--- config.mk ---
export PLATFORM = sky130hd
export DESIGN_NAME = pipelined_carry_adder
export DESIGN_NICKNAME = d
export VERILOG_FILES = /design/src/rtl/pipelined_carry_adder.sv
export SDC_FILE = /design/constraint.sdc
export NUM_CORES = 1
export LEC_CHECK = 0
export BUFFER_PORTS_ARGS = -buffer_cell sky130_fd_sc_hd__buf_2
export CAP_MARGIN = 0
export CELL_PAD_IN_SITES_DETAIL_PLACEMENT = 0
export CELL_PAD_IN_SITES_GLOBAL_PLACEMENT = 1
export CORE_ASPECT_RATIO = 2
export CORE_MARGIN = 1.5
export CORE_UTILIZATION = 35
export DETAILED_ROUTE_END_ITERATION = 10
export PLACE_DENSITY = 0.62
export REMOVE_ABC_BUFFERS = 1
export SKIP_CTS_REPAIR_TIMING = 1
export SYNTH_ARGS = -nofsm -noshare
export SYNTH_HDL_FRONTEND = slang
export SYNTH_SLANG_ARGS = --single-unit
--- constraint.sdc ---
create_clock -name clk -period 1.9 [get_ports clk]
set_clock_uncertainty 0.05 [all_clocks]
set_input_delay 0.095 -clock clk [delete_from_list [all_inputs] [get_ports clk]]
set_output_delay 0.095 -clock clk [all_outputs]
set_load 0.01 [all_outputs]
--- src/rtl/pipelined_carry_adder.sv ---
// pipelined_carry_adder
// WIDTH-bit adder with carry-in and carry-out. The carry chain is cut into
// STAGES register slices of CHUNK = WIDTH/STAGES bits each. Each slice
// ripples only its own CHUNK bits per cycle. Valid/ready handshakes on the
// input and output sides allow full-rate streaming with backpressure.
//
// Optional feature: define PIPELINED_CARRY_ADDER_OVF_EN to add the registered
// signed-overflow output 'ovf', which is aligned with sum/cout.
//
// Stage k holds:
//   - valid and carry-out for the chunks completed so far
//   - completed low sum bits [(k+1)*CHUNK-1:0]
//   - operand bits not yet consumed, [WIDTH-1:(k+1)*CHUNK]
//     (these are not stored in the last stage)

module pipelined_carry_adder #(
    parameter int WIDTH  = 16,
    parameter int STAGES = 4
) (
    input  logic             clk,
    input  logic             rst_n,
    input  logic             in_valid,
    output logic             in_ready,
    input  logic [WIDTH-1:0] a,
    input  logic [WIDTH-1:0] b,
    input  logic             cin,
    output logic             out_valid,
    input  logic             out_ready,
    output logic [WIDTH-1:0] sum,
    output logic             cout
`ifdef PIPELINED_CARRY_ADDER_OVF_EN
    ,
    output logic             ovf
`endif
);

    // Protect the division against STAGES < 1. That case is rejected below.
    localparam int STAGES_SAFE = (STAGES < 1) ? 1 : STAGES;
    localparam int CHUNK       = WIDTH / STAGES_SAFE;

    // Reject configurations that cannot be split into equal slices.
    if ((STAGES < 1) || ((WIDTH % STAGES_SAFE) != 0)) begin : g_bad_config
        $fatal(1, "pipelined_carry_adder: STAGES must be >= 1 and divide WIDTH");
    end

    // Per-stage valid bits, gathered into one vector so that the ready chain
    // can be formed from it.
    logic [STAGES-1:0] valid_vec;
    logic [STAGES-1:0] load_vec;

    for (genvar k = 0; k < STAGES; k++) begin : g_stage
        // Width of the operand slice that enters this stage.
        localparam int SRCW = WIDTH - k * CHUNK;

        logic [SRCW-1:0]        s_a;
        logic [SRCW-1:0]        s_b;
        logic                   s_carry;
        logic                   s_valid;
        logic [CHUNK:0]         part;
        logic [(k+1)*CHUNK-1:0] nxt_sum;

        logic                   valid_q;
        logic                   carry_q;
        logic [(k+1)*CHUNK-1:0] sum_q;

        if (k == 0) begin : g_src_in
            assign s_a     = a;
            assign s_b     = b;
            assign s_carry = cin;
            assign s_valid = in_valid;
        end else begin : g_src_prev
            assign s_a     = g_stage[k-1].g_ops.a_q;
            assign s_b     = g_stage[k-1].g_ops.b_q;
            assign s_carry = g_stage[k-1].carry_q;
            assign s_valid = g_stage[k-1].valid_q;
        end

        // Ripple this stage's CHUNK bits.
        assign part = {1'b0, s_a[CHUNK-1:0]} + {1'b0, s_b[CHUNK-1:0]}
                    + {{CHUNK{1'b0}}, s_carry};

        if (k == 0) begin : g_sum_first
            assign nxt_sum = part[CHUNK-1:0];
        end else begin : g_sum_next
            assign nxt_sum = {part[CHUNK-1:0], g_stage[k-1].sum_q};
        end

        // A stage may load when it is empty, or when every stage downstream
        // of it is able to move. This reduces to: out_ready, or a hole at or
        // after k. The ready chain is combinational, so bubbles collapse.
        assign valid_vec[k] = valid_q;
        assign load_vec[k]  = out_ready || !(&valid_vec[STAGES-1:k]);

        // Stage register for valid, carry and completed sum bits.
        always_ff @(posedge clk) begin
            // NOTE: use non-blocking assignments for all clocked state, so that
            // every stage samples its predecessor's value from before the edge.
            if (!rst_n) begin
                // NOTE: the data registers are also cleared here. This makes
                // sum/cout read 0 after reset, not leftover values.
                valid_q <= 1'b0;
                carry_q <= 1'b0;
                sum_q   <= '0;
            end else if (load_vec[k]) begin
                valid_q <= s_valid;
                // A bubble moves only its valid bit. Data stays put, so inputs
                // presented with in_valid=0 have no effect.
                if (s_valid) begin
                    carry_q <= part[CHUNK];
                    sum_q   <= nxt_sum;
                end
            end
        end

        if (k < STAGES - 1) begin : g_ops
            logic [SRCW-CHUNK-1:0] a_q;
            logic [SRCW-CHUNK-1:0] b_q;

            // Carry forward the operand bits that later stages have not yet used.
            always_ff @(posedge clk) begin
                if (!rst_n) begin
                    a_q <= '0;
                    b_q <= '0;
                end else if (load_vec[k] && s_valid) begin
                    a_q <= s_a[SRCW-1:CHUNK];
                    b_q <= s_b[SRCW-1:CHUNK];
                end
            end
        end

`ifdef PIPELINED_CARRY_ADDER_OVF_EN
        if (k == STAGES - 1) begin : g_ovf
            logic ovf_q;
            logic msb_cin;

            // Carry into bit WIDTH-1, recovered from the MSB sum bit and the
            // MSB operand bits.
            assign msb_cin = s_a[CHUNK-1] ^ s_b[CHUNK-1] ^ part[CHUNK-1];

            // Signed overflow, registered so that it lines up with sum and
            // holds during stalls.
            always_ff @(posedge clk) begin
                if (!rst_n) begin
                    ovf_q <= 1'b0;
                end else if (load_vec[k] && s_valid) begin
                    ovf_q <= msb_cin ^ part[CHUNK];
                end
            end
        end
`endif
    end

    assign in_ready  = load_vec[0];
    assign out_valid = g_stage[STAGES-1].valid_q;
    assign sum       = g_stage[STAGES-1].sum_q;
    assign cout      = g_stage[STAGES-1].carry_q;
`ifdef PIPELINED_CARRY_ADDER_OVF_EN
    assign ovf       = g_stage[STAGES-1].g_ovf.ovf_q;
`endif

endmodule
# Word level (Yosys, flattened, before mapping)
# Cells that the tools add are included.
# classes
add_sub_neg	8
n_reduce_logical	18
# op_table
cell	count
$add 4x4->5	4
$add 5x1->5	4
$reduce_and 2->1	5
$logic_not 1->1	4
$logic_or 1x1->1	4
$reduce_and 4->1	1
$logic_and 1x1->1	3
$reduce_and 3->1	1
# totals
ff_bits	96
output_inout_bits	19
wordCells	44

# Longest topological paths before layout
# Gate-level depths: netlist of run 1.
# depth
ltp_word	4
depth_mapped	7
depth_no_buf	7

# Worst setup path after synthesis of run 1
# OpenSTA, ideal clock, no wires.
# synth_path
path_kind	register to register
start	register g_stage[2].carry_q
end	register g_stage[3].carry_q (netlist: cout)
setup_ps	132
arrival_time_ps	1501
path_slack_ps	217
path_stages_with_launch	6
path_buffers	0
cell_sequence	dfxtp_1 fa_1 fa_1 a21o_1 a21oi_1 a21oi_1
# synth_via
elab_chain_cells	1
# synth_rtl
element	line_no	text
from (decl)	63	logic carry_q;
from (signal assigned)	109	carry_q <= part[CHUNK];
$add 5x1->5	80	+ {{CHUNK{1'b0}}, s_carry};
to (signal assigned)	109	
to (decl)	63	
# Every way passes these cells.
# A chain may end at the register's enable or synchronous reset.

# Final worst setup path of run 1
# Ends and elaborated chain as after synthesis.

==> results of run 1 <==
-- layout make-up --
type	count	area [um2]
fill	1183	6540
multi-input combinational	330	2060
sequential	96	1920
timing repair buffer	90	621
clock buffer	11	243
tap	145	181
clock inverter	5	80.1
inverter	14	52.6
-- synth_stat cells --
cell type	number	area share, %
and4b_4	1	0.33
and2_1	2	0.30
ha_1	12	3.6
a21oi_1	11	1.3
a21boi_2	11	3.0
nand4b_2	1	0.36
nand3b_1	2	0.36
a21boi_1	50	9.0
clkbuf_1	13	1.2
nor2b_1	2	0.30
nand2b_1	1	0.15
buf_2	11	1.3
o211a_1	5	1.2
nand3_1	3	0.36
dfxtp_1	96	46
nand2_2	11	1.7
buf_6	2	0.54
a21boi_0	23	4.1
fa_1	8	3.8
a21o_1	7	1.3
or4b_1	3	0.72
inv_1	13	1.2
xnor2_1	4	0.84
nor2_4	1	0.27
o21ai_0	2	0.24
nand4_1	3	0.45
nand2_1	160	14
inv_2	1	0.090
o211ai_1	2	0.36
o21ai_1	3	0.36
xor2_1	1	0.21
buf_4	1	0.18
o21ai_4	1	0.39
-- tightest hold or removal path, stage by stage --
cell      delay [ns]
buf_2           0.11
nand2_1         0.06
a21boi_1        0.05
-- cells by family (layout without fill, tap and decap cells) --
logic type / count (synthesis) / after routing / share of synthesized area (%)
simple gates: 190 / 190 / 19.7
flops: 96 / 96 / 46.1
xor+xnor: 5 / 5 / 1.05
buf+inv: 41 / 120 / 4.47
fa+ha+maj: 20 / 20 / 7.45
compound gates: 115 / 115 / 21.3
-- layer usage --
metal,vias to the layer above,wire length (um)
met5,-,0
met4,0,142
met3,8,208
met2,45,4430
met1,1449,3530
li1,1680,-
-- state kept, by name, indices dropped and copies added, names as in the netlist --
| signal | flops |
|---|---|
| g_stage.g_ops.a_q | 24 |
| sum | 16 |
| g_stage.valid_q | 3 |
| out_valid | 1 |
| g_stage.carry_q | 3 |
| cout | 1 |
| g_stage.g_ops.b_q | 24 |
| g_stage.sum_q | 24 |
-- power by group --
| group | internal [W] | leakage, nW | switching [W] |
|---|---|---|---|
| Sequential | 0.00208 | 0.781 | 0.0000398 |
| Combinational | 0.000184 | 1.22 | 0.000183 |
| Clock | 0.00119 | 0.152 | 0.000752 |
| Total | 0.00345 | 2.16 | 0.000975 |
-- path summary, 6_finish.rpt --
kind | end | from | slack (ns)
setup reg to reg | cout | g_stage[2].carry_q | 0.10
hold / removal | g_stage[0].g_ops.a_q[10] | a[14] | -0.02
setup / recovery | cout | g_stage[2].carry_q | 0.10
hold reg to reg | g_stage[2].g_ops.b_q[1] | g_stage[1].g_ops.b_q[5] | 0.40
-- per-stage QoR --
stage	hold slack, ns	instance area, um2
3_5_place_dp	0.290	4610
2_1_floorplan	0.173	4030
4_1_cts	-0.0798	4930
5_1_grt	0.00278	5160
6_report	-0.0154	5160
3_3_place_gp	0.284	4610
==> key figures, run 1 <==
Global routing
  • Vias in the first global route: 2,983
  • GR Util met1: 16.1%
  • First-pass GRT wire length: 14.1 mm
  • Largest net degree at the start of global routing: 32
  • Grt peak-use layer: met2
  • Met2 GRT Util: 25.7%
  • Initial antenna violation count: 0
  • Total GRT Usage: 14.4%
  • Grt ovf: 0
  • Met3 Resource Use GR: 3.48%

Critical path
  • Slowest CP cell: fa_1
  • Maximum net fanout on the critical path: 2
  • Crit path max-delay family: adder cells
  • Worst setup path class: flip-flop to flip-flop
  • Worst path required time: 2.04 ns
  • Worst path arrival time: 1.94 ns
  • Crit path depth: 5
  • CP cell instances: fa_1 -> fa_1 -> a21o_1 -> a21oi_1 -> a21oi_1
  • Slowest stage delay, CP: 0.47 ns
  • CP Capture Type: flip-flop
  • Bufs and invs on worst path: 0
  • Critical Path Source Type: flip-flop
  • Cells on worst reg2reg path: 5

Power
  • PD cells: 857 nW/um2
  • Peak supply drop: 0.492 mV
  • Power Total: 0.00442 W
  • Leak pwr: 2.16 nW

Finish
  • Leading cell types in the layout, fill and taps excluded: 160 x nand2_1, 96 x dfxtp_1, 55 x buf_2
  • Fin util: 44.1%
  • Post-route insts no fill: 691
  • Share of layout cells above drive strength 1: 20.0%
  • Antenna cells: 0
  • Commonest non-fill, non-tap cell in the layout: nand2_1
  • Area growth, synth to finish: 23.8%
  • Final nets: 598

STA
  • Fin. max-slew vios: 0
  • Fin. Hold Viols: 1
  • Final setup TNS: 0 ns
  • Fin worst setup slack: 0.103 ns
  • Relative slew margins: 49.2%
  • Post-route minimum period: 1.80 ns
  • Tcrit/Tclk final: 94.6%
  • Unrepaired setup endpoints after global routing: false
  • Hold WS: -0.0154 ns
  • Slew @ Worst Pin: 0.762 ns
  • Fmax: 556 MHz
  • Endpoints failing setup: 0

Drt
  • Final ANT Viol Nets: 0
  • WL final: 8.32 mm
  • Per-cell routed wire length: 12.0 um
  • Vias per cell: 4.60
  • Initial DRC Count: 133
  • DR DRC count: 0
  • Vias post-DR: 3,182
  • DRT Pass-1 Iters: 4

Clocking
  • CTS tree: done
  • Clock sink count: 96
  • Maximum buffer depth of the clock tree: 2
  • Reg clk slew, reported paths: 0.06 ns
  • H-tree Lvls: 3
  • Number of buffers created by CTS: 9
  • Worst skew pair latency: 0.34 ns
  • Clk root buf: clkbuf_16

Flow run
  • Max Cap Violations: 0

Min path
  • Hold Path Cell Cnt: 3
  • Hold WC Path Type: input port to flip-flop

Floorplanning
  • # IOs: 56
  • Die Area: 12,600 um2
  • Starting density of the core: 35.6%
  • Die H: 157 um
  • Core area: 11,700 um2
  • Die W: 80.2 um
  • Row cnt: 56

Placed design
  • DP HPWL: 6.05 mm
  • Port Buffers: 55
  • Dpl ws: 0.111 ns
  • Cells after DPL: 652
  • Gpl congestion: 0.754

Outcome
  • Outcome: finished, violations left
  • Violated checks: hold timing

Synthesis
  • Mapped cell area: 4170 um2
  • Netlist cell types: 33
  • Avg Cell Area, Syn: 8.92 um2
  • Post-synthesis sequential area ratio: 46.1%
  • Ys Warns: 0
  • Yosys reg bits: 96
  • Syn Inst Count: 467
Note: power is estimated with default switching activity, not from simulation.
==> inputs of run 2 (changes only) <==
--- a/config.mk
+++ b/config.mk
@@ -9,11 +9,12 @@
 export CAP_MARGIN = 0
 export CELL_PAD_IN_SITES_DETAIL_PLACEMENT = 0
 export CELL_PAD_IN_SITES_GLOBAL_PLACEMENT = 1
-export CORE_ASPECT_RATIO = 2
+export CORE_ASPECT_RATIO = 1.75
 export CORE_MARGIN = 1.5
 export CORE_UTILIZATION = 35
 export DETAILED_ROUTE_END_ITERATION = 10
 export PLACE_DENSITY = 0.62
+export RECOVER_POWER = 100
 export REMOVE_ABC_BUFFERS = 1
 export SKIP_CTS_REPAIR_TIMING = 1
 export SYNTH_ARGS = -nofsm -noshare
==> key figures, run 2 (same netlist as run 1, synthesis figures left out) <==
Drt
  • WL final: 8.20 mm (-1.4%)
  • Per-cell routed wire length: 12.1 um (+0.38%)
  • DR DRC count: 3 (+3)
  • DRT Pass-1 Iters: 7 (+3)
  • Vias per cell: 4.64 (+0.84%)
  • Final ANT Viol Nets: 0 (unchanged)
  • Vias post-DR: 3,153 (-0.91%)
  • Initial DRC Count: 119 (-11%)

Global routing
  • Largest net degree at the start of global routing: 32 (unchanged)
  • Initial antenna violation count: 0 (unchanged)
  • Total GRT Usage: 13.7% (-0.63 points)
  • Vias in the first global route: 2,982 (-0.034%)
  • First-pass GRT wire length: 13.9 mm (-1.2%)
  • Grt ovf: 0 (unchanged)

Placed design
  • Port Buffers: 55 (unchanged)
  • DP HPWL: 5.87 mm (-3.0%)
  • Gpl congestion: 0.721 (-4.3%)

Clocking
  • Clock sink count: 96 (unchanged)
  • Reg clk slew, reported paths: 0.06 ns (about the same)
  • Number of buffers created by CTS: 9 (unchanged)
  • Worst skew pair latency: 0.34 ns (about the same)
  • H-tree Lvls: 3 (unchanged)
  • Clk root buf: clkbuf_16
  • Maximum buffer depth of the clock tree: 2 (unchanged)
  • CTS tree: done

Floorplanning
  • Die H: 147 um (-6.3%)
  • Starting density of the core: 36.0% (+0.37 points)
  • # IOs: 56 (unchanged)
  • Die Area: 12,600 um2 (-0.11%)
  • Core area: 11,600 um2 (-1.0%)
  • Row cnt: 52 (-7.1%)
  • Die W: 85.5 um (+6.6%)

Critical path
  • Critical Path Source Type: flip-flop
  • CP Capture Type: flip-flop
  • Reg2Reg Setup Slack: 0.13 ns (+0.02 ns)
  • RR Endpoint: cout
  • Critical path launch point: g_stage[2].carry_q
  • Maximum net fanout on the critical path: 2 (unchanged)
  • Worst path required time: 2.04 ns (about the same)
  • Worst path arrival time: 1.92 ns (-0.02 ns)
  • Reg2Reg Launch Point: g_stage[2].carry_q
  • Cells on worst reg2reg path: 5 (unchanged)
  • Worst setup path class: flip-flop to flip-flop

STA
  • Endpoints failing setup: 0 (unchanged)
  • Slew @ Worst Pin: 0.778 ns (+0.0161 ns)
  • Fin. Hold Viols: 0 (-1)
  • Fmax: 564 MHz (+1.3%)
  • Final setup TNS: 0 ns (unchanged)
  • Post-route minimum period: 1.77 ns (-0.0238 ns)
  • Unrepaired setup endpoints after global routing: false
  • Tcrit/Tclk final: 93.4% (-1.3 points)
  • Relative slew margins: 48.1% (-1.1 points)
  • Fin. max-slew vios: 0 (unchanged)

Finish
  • Area growth, synth to finish: 20.1%
  • Leading cell types in the layout, fill and taps excluded: 170 x nand2_1, 96 x dfxtp_1, 72 x a21boi_0
  • Share of layout cells above drive strength 1: 13.6% (-6.4 points)
  • Commonest non-fill, non-tap cell in the layout: nand2_1
  • Largest regs: g_stage.g_ops.a_q x24, g_stage.g_ops.b_q x24, g_stage.sum_q x24
  • Final nets: 597 (-0.17%)
  • Fin util: 43.2% (-0.86 points)
  • Antenna cells: 0 (unchanged)

Power
  • Peak supply drop: 0.480 mV (-2.6%)
  • PD cells: 812 nW/um2 (-5.3%)
  • Leak pwr: 1.99 nW (-7.5%)

Min path
  • Hold Path Cell Cnt: 3 (unchanged)
  • Hold WC Path Type: input port to flip-flop
  • Endpoint, Worst Hold: g_stage[0].g_ops.b_q[11]
  • Min-delay src: b[15]

Flow run
  • Max Cap Violations: 0 (unchanged)

Outcome
  • Outcome: finished, violations left
  • Violated checks: DRC
[run 2: metal layers]
layer	vias to the layer above	wire [um]	track usage (%)
li1	1685	-	-
met1	1417	3780	16.7
met2	41	4060	23.3
met3	10	197	2.19
met4	0	167	6.77
met5	-	0	0
[run 2: worst max-delay path, stage by stage, from the launching register on]
cell     delay (ns)
dfxtp_1        0.33
fa_1           0.46
fa_1           0.42
a21o_1         0.17
a21oi_1        0.13
a21oi_1        0.07
[run 2: how the worst max path moves through the flow]
stage,to
6_report,cout
5_1_grt,sum[14]
4_1_cts,sum[14]
3_5_place_dp,sum[14]
2_1_floorplan,g_stage[0].carry_q
3_3_place_gp,cout
[run 2: final cells by class]
cell class,count,area [um2]
clock inverters,4,22.5
clock buffers,11,233
repair buffers,89,587
well taps,135,169
flip-flops and latches,96,1920
multi-input cells,330,2020
fillers,1246,6580
inverters,14,52.6
[run 2: metrics by stage]
| step | setup WS [ns] | hold slack (ns) | instances | area (um2) | power (W) |
|---|---|---|---|---|---|
| floorplan | 0.189 | 0.173 | 440 | 4030 | 0.00235 |
| finish | 0.126 | 0.00240 | 679 | 5010 | 0.00407 |
| detailed placement | 0.123 | 0.291 | 641 | 4590 | 0.00250 |
| global route | 0.0335 | 0.0216 | 679 | 5010 | 0.00425 |
| global placement | 0.134 | 0.285 | 641 | 4590 | 0.00249 |
| CTS | 0.111 | -0.0663 | 656 | 4840 | 0.00411 |
[run 2: report_power, final]
part / switching (W) / total [W] / leakage (nW) / internal (W)
combinational: 0.000176 / 0.000350 / 1.09 / 0.000175
clock: 0.000727 / 0.00160 / 0.125 / 0.000873
sequential: 0.0000379 / 0.00212 / 0.781 / 0.00208
